`src/rtl/mlp_div_seq_16s.sv`:
```
`default_nettype none
// ============================================================================
// Module   : mlp_div_seq_16s
// Purpose  : Sequential signed fixed-point divider for the MLP datapath.
//            Computes (din0 << FRAC_BITS) / din1 and its remainder using
//            radix-2 restoring division on magnitudes, one quotient bit per
//            enabled clock. Signs are applied and the quotient saturated in
//            a final fix-up cycle.
// Ports    : clk         - clock, rising edge
//            reset       - synchronous active-high reset (beats ce)
//            ce          - clock enable for every register
//            start/ready - request handshake; accepted on start&ready&ce
//            din0/din1   - signed dividend / divisor, sampled on accept
//            dout        - signed quotient, truncated toward zero, saturated
//            rem_out     - signed remainder, sign of dividend, 0 if saturated
//            out_vld     - single-cycle result strobe
//            div_by_zero - divisor was zero (held until next accept)
//            overflow    - quotient saturated (held until next accept)
// Revision : 1.0 - initial release
// ============================================================================
module mlp_div_seq_16s #(
    parameter int DATA_WIDTH = 16,
    parameter int FRAC_BITS  = 0
) (
    input  logic                  clk,
    input  logic                  reset,
    input  logic                  ce,
    input  logic                  start,
    output logic                  ready,
    input  logic [DATA_WIDTH-1:0] din0,
    input  logic [DATA_WIDTH-1:0] din1,
    output logic [DATA_WIDTH-1:0] dout,
    output logic [DATA_WIDTH-1:0] rem_out,
    output logic                  out_vld,
    output logic                  div_by_zero,
    output logic                  overflow
);

    localparam int c_n  = DATA_WIDTH + FRAC_BITS;
    localparam int c_cw = $clog2(c_n);

    localparam logic [c_cw-1:0] c_cnt_last = c_cw'(c_n - 1);

    // Quotient magnitude limits: 2^(W-1) is representable only as a negative.
    localparam logic [c_n-1:0] c_neg_lim = {{(c_n-1){1'b0}}, 1'b1} << (DATA_WIDTH-1);
    localparam logic [c_n-1:0] c_pos_lim = c_neg_lim - 1'b1;

    localparam logic [DATA_WIDTH-1:0] c_max = {1'b0, {(DATA_WIDTH-1){1'b1}}};
    localparam logic [DATA_WIDTH-1:0] c_min = {1'b1, {(DATA_WIDTH-1){1'b0}}};

    localparam logic [1:0] c_st_idle = 2'd0;
    localparam logic [1:0] c_st_calc = 2'd1;
    localparam logic [1:0] c_st_fix  = 2'd2;
    localparam logic [1:0] c_st_done = 2'd3;

    logic [1:0]            r_state;
    logic [1:0]            w_state_nxt;

    // r_dvd starts as the shifted dividend magnitude; quotient bits enter at
    // the LSB as dividend bits leave at the MSB, so after c_n iterations it
    // holds the quotient magnitude.
    logic [c_n-1:0]        r_dvd;
    logic [DATA_WIDTH-1:0] r_dsr;
    logic [DATA_WIDTH-1:0] r_rem;
    logic [c_cw-1:0]       r_cnt;
    logic                  r_sgn0;
    logic                  r_sgn1;

    logic [DATA_WIDTH-1:0] r_dout;
    logic [DATA_WIDTH-1:0] r_rem_out;
    logic                  r_vld;
    logic                  r_dbz;
    logic                  r_ovf;

    logic [DATA_WIDTH-1:0] w_abs0;
    logic [DATA_WIDTH-1:0] w_abs1;
    logic [DATA_WIDTH:0]   w_shift;
    logic                  w_ge;
    logic [DATA_WIDTH-1:0] w_diff;
    logic                  w_q_neg;
    logic                  w_q_ovf;
    logic                  w_dbz;
    logic [DATA_WIDTH-1:0] w_q_lo;
    logic [DATA_WIDTH-1:0] w_q_signed;
    logic [DATA_WIDTH-1:0] w_rem_signed;

    // Magnitudes as unsigned DATA_WIDTH values: |-2^(W-1)| = 2^(W-1) is exact.
    assign w_abs0 = din0[DATA_WIDTH-1] ? (~din0 + 1'b1) : din0;
    assign w_abs1 = din1[DATA_WIDTH-1] ? (~din1 + 1'b1) : din1;

    // One restoring step. The partial remainder is always below the divisor,
    // so the subtraction result fits DATA_WIDTH bits whenever it is kept.
    assign w_shift = {r_rem, r_dvd[c_n-1]};
    assign w_ge    = (w_shift >= {1'b0, r_dsr});
    assign w_diff  = w_shift[DATA_WIDTH-1:0] - r_dsr;

    // Fix-up: a zero divisor magnitude means a zero divisor.
    assign w_dbz        = (r_dsr == '0);
    assign w_q_neg      = r_sgn0 ^ r_sgn1;
    assign w_q_ovf      = w_q_neg ? (r_dvd > c_neg_lim) : (r_dvd > c_pos_lim);
    assign w_q_lo       = r_dvd[DATA_WIDTH-1:0];
    assign w_q_signed   = w_q_neg ? (~w_q_lo + 1'b1) : w_q_lo;
    assign w_rem_signed = r_sgn0 ? (~r_rem + 1'b1) : r_rem;

    // ------------------------------------------------------------------------
    // Control FSM
    // ------------------------------------------------------------------------
    always_ff @(posedge clk) begin
        if (reset) begin
            r_state <= c_st_idle;
        end else if (ce) begin
            r_state <= w_state_nxt;
        end
    end

    always_comb begin
        w_state_nxt = r_state;
        case (r_state)
            c_st_idle: begin
                if (start) begin
                    w_state_nxt = (din1 == '0) ? c_st_fix : c_st_calc;
                end
            end
            c_st_calc: begin
                if (r_cnt == c_cnt_last) begin
                    w_state_nxt = c_st_fix;
                end
            end
            c_st_fix:  w_state_nxt = c_st_done;
            c_st_done: w_state_nxt = c_st_idle;
            default:   w_state_nxt = c_st_idle;
        endcase
    end

    // ------------------------------------------------------------------------
    // Datapath and result registers
    // ------------------------------------------------------------------------
    always_ff @(posedge clk) begin
        if (reset) begin
            r_dvd     <= '0;
            r_dsr     <= '0;
            r_rem     <= '0;
            r_cnt     <= '0;
            r_sgn0    <= 1'b0;
            r_sgn1    <= 1'b0;
            r_dout    <= '0;
            r_rem_out <= '0;
            r_vld     <= 1'b0;
            r_dbz     <= 1'b0;
            r_ovf     <= 1'b0;
        end else if (ce) begin
            case (r_state)
                c_st_idle: begin
                    if (start) begin
                        r_dvd  <= c_n'(w_abs0) << FRAC_BITS;
                        r_dsr  <= w_abs1;
                        r_sgn0 <= din0[DATA_WIDTH-1];
                        r_sgn1 <= din1[DATA_WIDTH-1];
                        r_rem  <= '0;
                        r_cnt  <= '0;
                        r_dbz  <= 1'b0;
                        r_ovf  <= 1'b0;
                    end
                end
                c_st_calc: begin
                    r_rem <= w_ge ? w_diff : w_shift[DATA_WIDTH-1:0];
                    r_dvd <= {r_dvd[c_n-2:0], w_ge};
                    r_cnt <= r_cnt + 1'b1;
                end
                c_st_fix: begin
                    r_vld <= 1'b1;
                    if (w_dbz) begin
                        r_dout    <= r_sgn0 ? c_min : c_max;
                        r_rem_out <= '0;
                        r_dbz     <= 1'b1;
                        r_ovf     <= 1'b0;
                    end else if (w_q_ovf) begin
                        r_dout    <= w_q_neg ? c_min : c_max;
                        r_rem_out <= '0;
                        r_ovf     <= 1'b1;
                    end else begin
                        r_dout    <= w_q_signed;
                        r_rem_out <= w_rem_signed;
                    end
                end
                c_st_done: begin
                    r_vld <= 1'b0;
                end
                default: begin
                    r_vld <= 1'b0;
                end
            endcase
        end
    end

    assign ready       = (r_state == c_st_idle);
    assign dout        = r_dout;
    assign rem_out     = r_rem_out;
    assign out_vld     = r_vld;
    assign div_by_zero = r_dbz;
    assign overflow    = r_ovf;

endmodule
`default_nettype wire
```
`config.mk`:
```
export PLATFORM = sky130hd
export DESIGN_NAME = mlp_div_seq_16s
export DESIGN_NICKNAME = d
export VERILOG_FILES = /design/src/rtl/mlp_div_seq_16s.sv
export SDC_FILE = /design/constraint.sdc
export NUM_CORES = 1
export LEC_CHECK = 0
export BUFFER_PORTS_ARGS = -buffer_cell sky130_fd_sc_hd__buf_2
export CAP_MARGIN = 20
export CORE_MARGIN = 1.5
export CORE_UTILIZATION = 64
export DETAILED_ROUTE_END_ITERATION = 8
export PLACE_DENSITY = 0.85
export SYNTH_ARGS = -nofsm -noshare
export SYNTH_HDL_FRONTEND = slang
export SYNTH_SLANG_ARGS = --single-unit
```
`constraint.sdc`:
```
create_clock -name clk -period 3.85 [get_ports clk]
set_clock_uncertainty 0.1 [all_clocks]
set_input_delay 0.77 -clock clk [delete_from_list [all_inputs] [get_ports clk]]
set_output_delay 0.77 -clock clk [all_outputs]
set_load 0.005 [all_outputs]
```
==> impl_results.md, run 1 <==
- I/O pin count: 72
- CTS Buffer Depth: 2
- Total power after layout: 2.53 mW
- Setup WS post-layout: 1.06 ns
- Net Count, Synth: 836
- P per Cell Area: 390 nW/um^2
- Worst Setup Path Type: flip-flop to flip-flop
- Number of fill cells in the layout: 706
- Share of the core filled with cells in the final layout: 73.3%
- Distinct cells, synth: 64
- Final Critical Period: 2.79 ns
- P&R area growth vs syn: 9.48%
- Cell-by-cell listing of the critical path: ha_1, a21oi_1, o211ai_1, a211oi_1, and3_1, nor2_1, o311ai_0
- Part of the Yosys area used for sequential elements: 30.7%
- Top FF cell, synth: sky130_fd_sc_hd__dfxtp_1
- Max VDD drop: 0.000221 V
- Post-cts hold buffer count: 0
- Area of the mapped netlist: 5930 um^2
- Category of the worst setup path launch point: flip-flop
- Normalized max-slew margin: 51.0%
- Maximum number of pins on one net before global-route repair: 63
- Pins Over Slew Limit: 0
- Unrepaired setup endpoints after global routing: no
- Fraction of final layout cells sized beyond drive strength 1: 13.3%
- Leakage power: 2.64 nW
- Number of antenna repair diodes: 0
- Total CTS buffers: 9
- Max_cap viols: 0
- Clock root buffer: sky130_fd_sc_hd__clkbuf_8
- Antenna violations before repair: 0
- CP max stage cell: sky130_fd_sc_hd__and3_1
- Worst Hold Class: flip-flop to flip-flop
- Routed Wire Length: 15000 um
- Effective utilization at floorplan: 67.0%
- Slew at the pin closest to its max-slew limit: 0.733 ns
- Status: finished clean
- Standard-cell rows: 34
- Mean cell area of the mapped netlist: 7.66 um^2
- Worst path max stage delay: 0.50 ns
- First-pass GRT wire length: 25200 um
- Setup Viol. Count Final: 0
- Number of violations reported at the end of detailed-routing iteration 0: 446
- Sequential cell area: 1820 um^2
- Number of vias in the routed layout: 5758
- DRC violations left: 0
- Largest fanout on the critical path: 13
- Data required time at the worst endpoint: 4.01 ns
- Syn Inst Count: 774
- Arrival time of data at the critical path endpoint: 2.94 ns
- Remaining global-route overflow: 0
- Detailed Routing Iterations Pass 1: 5
- Routed vias/inst: 6.18
- Final antenna-violating net count: 0
- Final layout net count: 881
- Vertical die dimension: 99.2 um
- Timing-limited maximum frequency: 359 MHz
- Number of enable-type register cells in the synthesized netlist: 0
- Placeable core region: 8850 um^2
- Vias in the first global route: 5243
- Post-CTS Setup Bufs: 0
- Count of endpoints failing hold in the final timing report: 0
- Share of synthesized flip-flops with an asynchronous set or reset: 0%
- DIE AREA: 9850 um^2
- Final routed wire length divided by cell count: 16.1 um
- Register bit count reported by yosys: 91
- TritonCTS clock tree: built
- Source-to-sink clock delay at the later pin of the worst-skew pair: 0.37 ns
- Yosys warns: 0
- Clock Sinks: 91
- Worst slack at placement: 1.13 ns
- Final Wtd Congestion: 0.948
- Placed wire-length estimate after detailed placement: 11400 um
- GRT Overall Usage: 31.3%
- DIE WIDTH: 99.2 um
- Multi-input logic area: 3780 um^2
- Sum of negative setup slack: 0 ns
- Quantity of I/O buffers inserted on ports: 71
- Post-route fraction of the period consumed by the critical path: 72.4%
- Kind of end point of the critical path: flip-flop
- Resized cells post-CTS: 0
- Total number of H-tree levels: 3
- Clock input transition at the sequential cells of the worst setup and hold paths: 0.09 ns
-- layout make-up --
class	count	area share [%]
inverter	35	2.02
clock buffer	10	2.12
timing repair buffer	82	6.75
tap	108	2.08
clock inverter	6	0.752
sequential	91	28.1
multi-input combinational	600	58.2
-- worst paths after layout --
| path | endpoint | cells after the start | slack, ns | from |
|---|---|---|---|---|
| setup reg to reg | r_rem[1]$_SDFFE_PP0P_ | 7 | 1.06 | r_rem[5]$_SDFFE_PP0P_ |
| setup / recovery | r_rem[1]$_SDFFE_PP0P_ | 7 | 1.06 | r_rem[5]$_SDFFE_PP0P_ |
| hold reg to reg | rem_out[11]$_SDFFE_PP0P_ | 2 | 0.35 | rem_out[11]$_SDFFE_PP0P_ |
| hold / removal | rem_out[11]$_SDFFE_PP0P_ | 2 | 0.35 | rem_out[11]$_SDFFE_PP0P_ |
-- cells by family (layout without fill, tap and decap cells) --
kind of cell    Yosys count  in the layout  share of synthesized area [%]
buf+inv                  83            133                           5.55
fa+ha+maj                26             26                           5.61
compound gates          239            239                           25.9
xor+xnor                 65             65                           9.60
flops                    91             91                           30.7
mux                       7              7                           1.18
simple gates            263            263                           21.4
-- registers in the layout, summed over array words and instances (netlist names) --
signal,flops
out_vld,1
r_sgn1,1
overflow,1
r_rem,16
r_dsr,16
r_cnt,4
r_dvd,16
dout,16
rem_out,16
r_sgn0,1
r_state,2
div_by_zero,1
-- layer usage --
layer  wire [um]  GRT usage, %  share of wire [%]  vias up
met2        6640          49.4                 44      207
li1            -             -                  -     2871
met4         138          5.74               0.92        0
met5           0             0                  0        -
met3        1070          6.75                7.1       18
met1        7170          44.6                 48     2662
-- cell usage after synthesis (all sizes together) (3+ instances only) --
master,instances,area [um^2]
nand2b,13,81.3
nor3,8,51.3
ha,25,313
buf,5,36.3
a31oi,4,25.0
nand4,15,100
o21ai,55,275
o31ai,17,128
dfxtp,91,1820
or4,4,33.8
nor2,67,251
clkbuf,43,161
nand4b,3,26.3
a21oi,69,357
xor2,29,254
o211ai,30,225
nor4,11,68.8
mux2i,7,70.1
nand3,28,140
or3,11,68.8
xnor2,36,315
a21o,7,52.6
a22oi,13,97.6
nand2,91,344
a211oi,18,148
o41ai,5,43.8
inv,35,131
-- through the flow --
step	std cells	area, um^2	hold slack, ns
global placement	916	6300	0.337
CTS	932	6490	0.355
detailed placement	916	6300	0.342
finish	932	6490	0.353
floorplan	774	5930	0.345
global route	932	6490	0.395
-- where the power goes --
part	internal (mW)	switching (mW)	total, mW
Sequential	0.995	0.0641	1.06
Clock	0.259	0.368	0.627
Combinational	0.316	0.527	0.843
-- placed cells by master, fill, tap and decap left out, drive strengths merged, types with 8 or more instances in the layout --
cell	synthesis	layout
buf	5	82
nand3	28	28
nand2	91	91
nand2b	13	13
nor4	11	11
nor3	8	8
dfxtp	91	91
nor2	67	67
nand4	15	15
a211oi	18	18
xor2	29	29
o21ai	55	55
or3	11	11
a22oi	13	13
o31ai	17	17
clkbuf	43	10
ha	25	25
a21oi	69	69
xnor2	36	36
inv	35	37
o211ai	30	30
-- worst max-delay path, delay by kind of cell (launching register included) --
| kind | cells | cell delay (ns) |
|---|---|---|
| AOI/OAI and AO/OA | 4 | 1.06 |
| adders and majority gates | 1 | 0.36 |
| DFF | 1 | 0.47 |
| and+or+nand+nor | 2 | 0.70 |
(Power assumes the default switching activity.)
==> run 2: changes to the inputs <==
CORE_UTILIZATION = 53   (was 64)
PLACE_DENSITY = 0.75   (was 0.85)
clock period = 2.44 ns   (was 3.85 ns; I/O delays follow)
==> run 2 against run 1 <==
  * Setup slack got worse by 0.96 ns
  * Combinational power increased by 80%
  * Critical path depth increased by 2
  * Global-route usage decreased by 2.5 points
  * Via count increased by 2.3%
  * Sequential cell count unchanged
==> impl_results.md, run 2 (same netlist as run 1, synthesis figures left out) <==
- Remaining global-route overflow: 0 (unchanged)
- Count of endpoints failing hold in the final timing report: 0 (unchanged)
- Leakage power: 2.88 nW (+9.1%)
- Unrepaired setup endpoints after global routing: yes
- Placed wire-length estimate after detailed placement: 12600 um (+11%)
- Worst Setup Path Type: flip-flop to flip-flop
- Slew at the pin closest to its max-slew limit: 0.704 ns (-0.0296 ns)
- Vias in the first global route: 5518 (+5.2%)
- Worst path max stage delay: 0.37 ns (-0.13 ns)
- Largest fanout on the critical path: 6 (-7)
- Fraction of final layout cells sized beyond drive strength 1: 19.3% (+5.9 points)
- GRT Overall Usage: 28.8% (-2.5 points)
- CTS Buffer Depth: 2 (unchanged)
- Final layout net count: 921 (+4.5%)
- Timing-limited maximum frequency: 428 MHz (+19%)
- Kind of end point of the critical path: flip-flop
- Vertical die dimension: 109 um (+9.6%)
- Final Wtd Congestion: 0.997 (+5.1%)
- Total number of H-tree levels: 3 (unchanged)
- I/O pin count: 72 (unchanged)
- Routed Wire Length: 16400 um (+9.0%)
- Max_cap viols: 0 (unchanged)
- Commonest non-fill, non-tap cells in the layout: sky130_fd_sc_hd__nand2_1, sky130_fd_sc_hd__dfxtp_1, sky130_fd_sc_hd__buf_2
- Clock root buffer: sky130_fd_sc_hd__clkbuf_8
- Clock input transition at the sequential cells of the worst setup and hold paths: 0.09 ns (about the same)
- Normalized max-slew margin: 52.8% (+1.8 points)
- Final Critical Period: 2.34 ns (-0.448 ns)
- Routed vias/inst: 5.88 (-4.8%)
- Area post-placement: 6670 um^2 (+5.8%)
- DIE AREA: 11800 um^2 (+20%)
- Detailed Routing Iterations Pass 1: 5 (unchanged)
- Final routed wire length divided by cell count: 16.3 um (+1.4%)
- P&R area growth vs syn: 17.9%
- Category of the worst setup path launch point: flip-flop
- Worst Hold Class: primary input to flip-flop
- DIE WIDTH: 109 um (+9.6%)
- DRC violations left: 0 (unchanged)
- Final std cell area, no fill: 6990 um^2 (+7.7%)
- TritonCTS clock tree: built
- Effective utilization at floorplan: 54.4% (-13 points)
- Worst hold slack after final layout: 0.279 ns (-0.0740 ns)
- Placeable core region: 10900 um^2 (+23%)
- Number of violations reported at the end of detailed-routing iteration 0: 436 (-2.2%)
- Antenna violations before repair: 0 (unchanged)
- Share of the core filled with cells in the final layout: 64.2% (-9.1 points)
- Sum of negative setup slack: 0 ns (unchanged)
- Cell-by-cell listing of the critical path: inv_1, ha_1, a21o_1, a211o_1, a211oi_2, nand3_1, buf_4, a21oi_1, o31ai_1
- Standard-cell rows: 38 (+12%)
- Number of antenna repair diodes: 0 (unchanged)
- Final antenna-violating net count: 0 (unchanged)
- P per Cell Area: 646 nW/um^2 (+66%)
- CP max stage cell: sky130_fd_sc_hd__dfxtp_1
- Number of vias in the routed layout: 5893 (+2.3%)
- Total CTS buffers: 9 (unchanged)
- Source-to-sink clock delay at the later pin of the worst-skew pair: 0.38 ns (about the same)
- Post-route fraction of the period consumed by the critical path: 95.9% (+23 points)
- Data required time at the worst endpoint: 2.62 ns (-1.39 ns)
- First-pass GRT wire length: 26600 um (+5.8%)
- Clock Sinks: 91 (unchanged)
- Arrival time of data at the critical path endpoint: 2.51 ns (-0.43 ns)
- Max VDD drop: 0.000376 V (+70%)
- Status: finished clean
- Maximum number of pins on one net before global-route repair: 33 (-48%)
- Quantity of I/O buffers inserted on ports: 71 (unchanged)
- Pins Over Slew Limit: 0 (unchanged)
- Setup Viol. Count Final: 0 (unchanged)
- Post-cts hold buffer count: 0 (unchanged)
## run 2: cell types whose count changed in the layout (fill, tap and decap cells not counted), moves of 2 or more
cell,previous run,this run
sky130_fd_sc_hd__a211oi_1,17,15
sky130_fd_sc_hd__buf_12,0,2
sky130_fd_sc_hd__a21oi_2,3,5
sky130_fd_sc_hd__ha_1,25,16
sky130_fd_sc_hd__a211oi_2,0,2
sky130_fd_sc_hd__buf_4,11,49
sky130_fd_sc_hd__a21oi_1,66,64
sky130_fd_sc_hd__ha_2,0,8
sky130_fd_sc_hd__bufinv_16,0,4
## run 2: stage by stage
stage / power [mW] / instances / worst slack, ns
after floorplan: 2.68 / 774 / 0.0638
after global placement: 3.12 / 988 / 0.0934
after detailed placement: 3.15 / 988 / 0.0253
after CTS: 4.47 / 1002 / 0.0560
after global routing: 4.75 / 1002 / -0.0191
final: 4.51 / 1002 / 0.101
## run 2: cell type report
type                       instances  area, um^2
clock inverter                     5         128
clock buffer                       9         124
tap                              140         175
sequential                        91        1820
timing repair buffer             122         763
fill                             969        3900
multi-input combinational        600        3850
inverter                          35         131
## run 2: final timing paths
kind / from / end / slack [ns] / depth (start not counted)
setup / recovery: r_dsr[14]$_SDFFE_PP0P_ / r_rem[3]$_SDFFE_PP0P_ / 0.10 / 9
hold / removal: din1[0] / r_dsr[0]$_SDFFE_PP0P_ / 0.28 / 3
setup reg to reg: r_dsr[14]$_SDFFE_PP0P_ / r_rem[3]$_SDFFE_PP0P_ / 0.10 / 9
hold reg to reg: rem_out[11]$_SDFFE_PP0P_ / rem_out[11]$_SDFFE_PP0P_ / 0.36 / 2
## run 2: power breakdown
group	internal [mW]	leakage, nW	switching, mW
sequential	1.57	0.739	0.0925
clock	0.773	0.121	0.560
combinational	0.630	2.02	0.888
## run 2: worst max-delay path: cells and delay by family, from the launching register on
kind,cells,cell delay (ns)
compound gates,5,0.95
flops,1,0.37
fa+ha+maj,1,0.31
buf+inv,2,0.32
simple gates,1,0.20
## run 2: routing by layer
layer,wire (um),track usage [%]
met1,7470,36.6
met2,7800,50.2
met3,846,4.48
met4,254,8.18
met5,0,0
## run 2: repair_timing
action | 4_1_cts | 5_1_grt
buffers inserted | 0 | 0
resized for setup | 0 | 20
setup endpoints to repair | 0 | 18
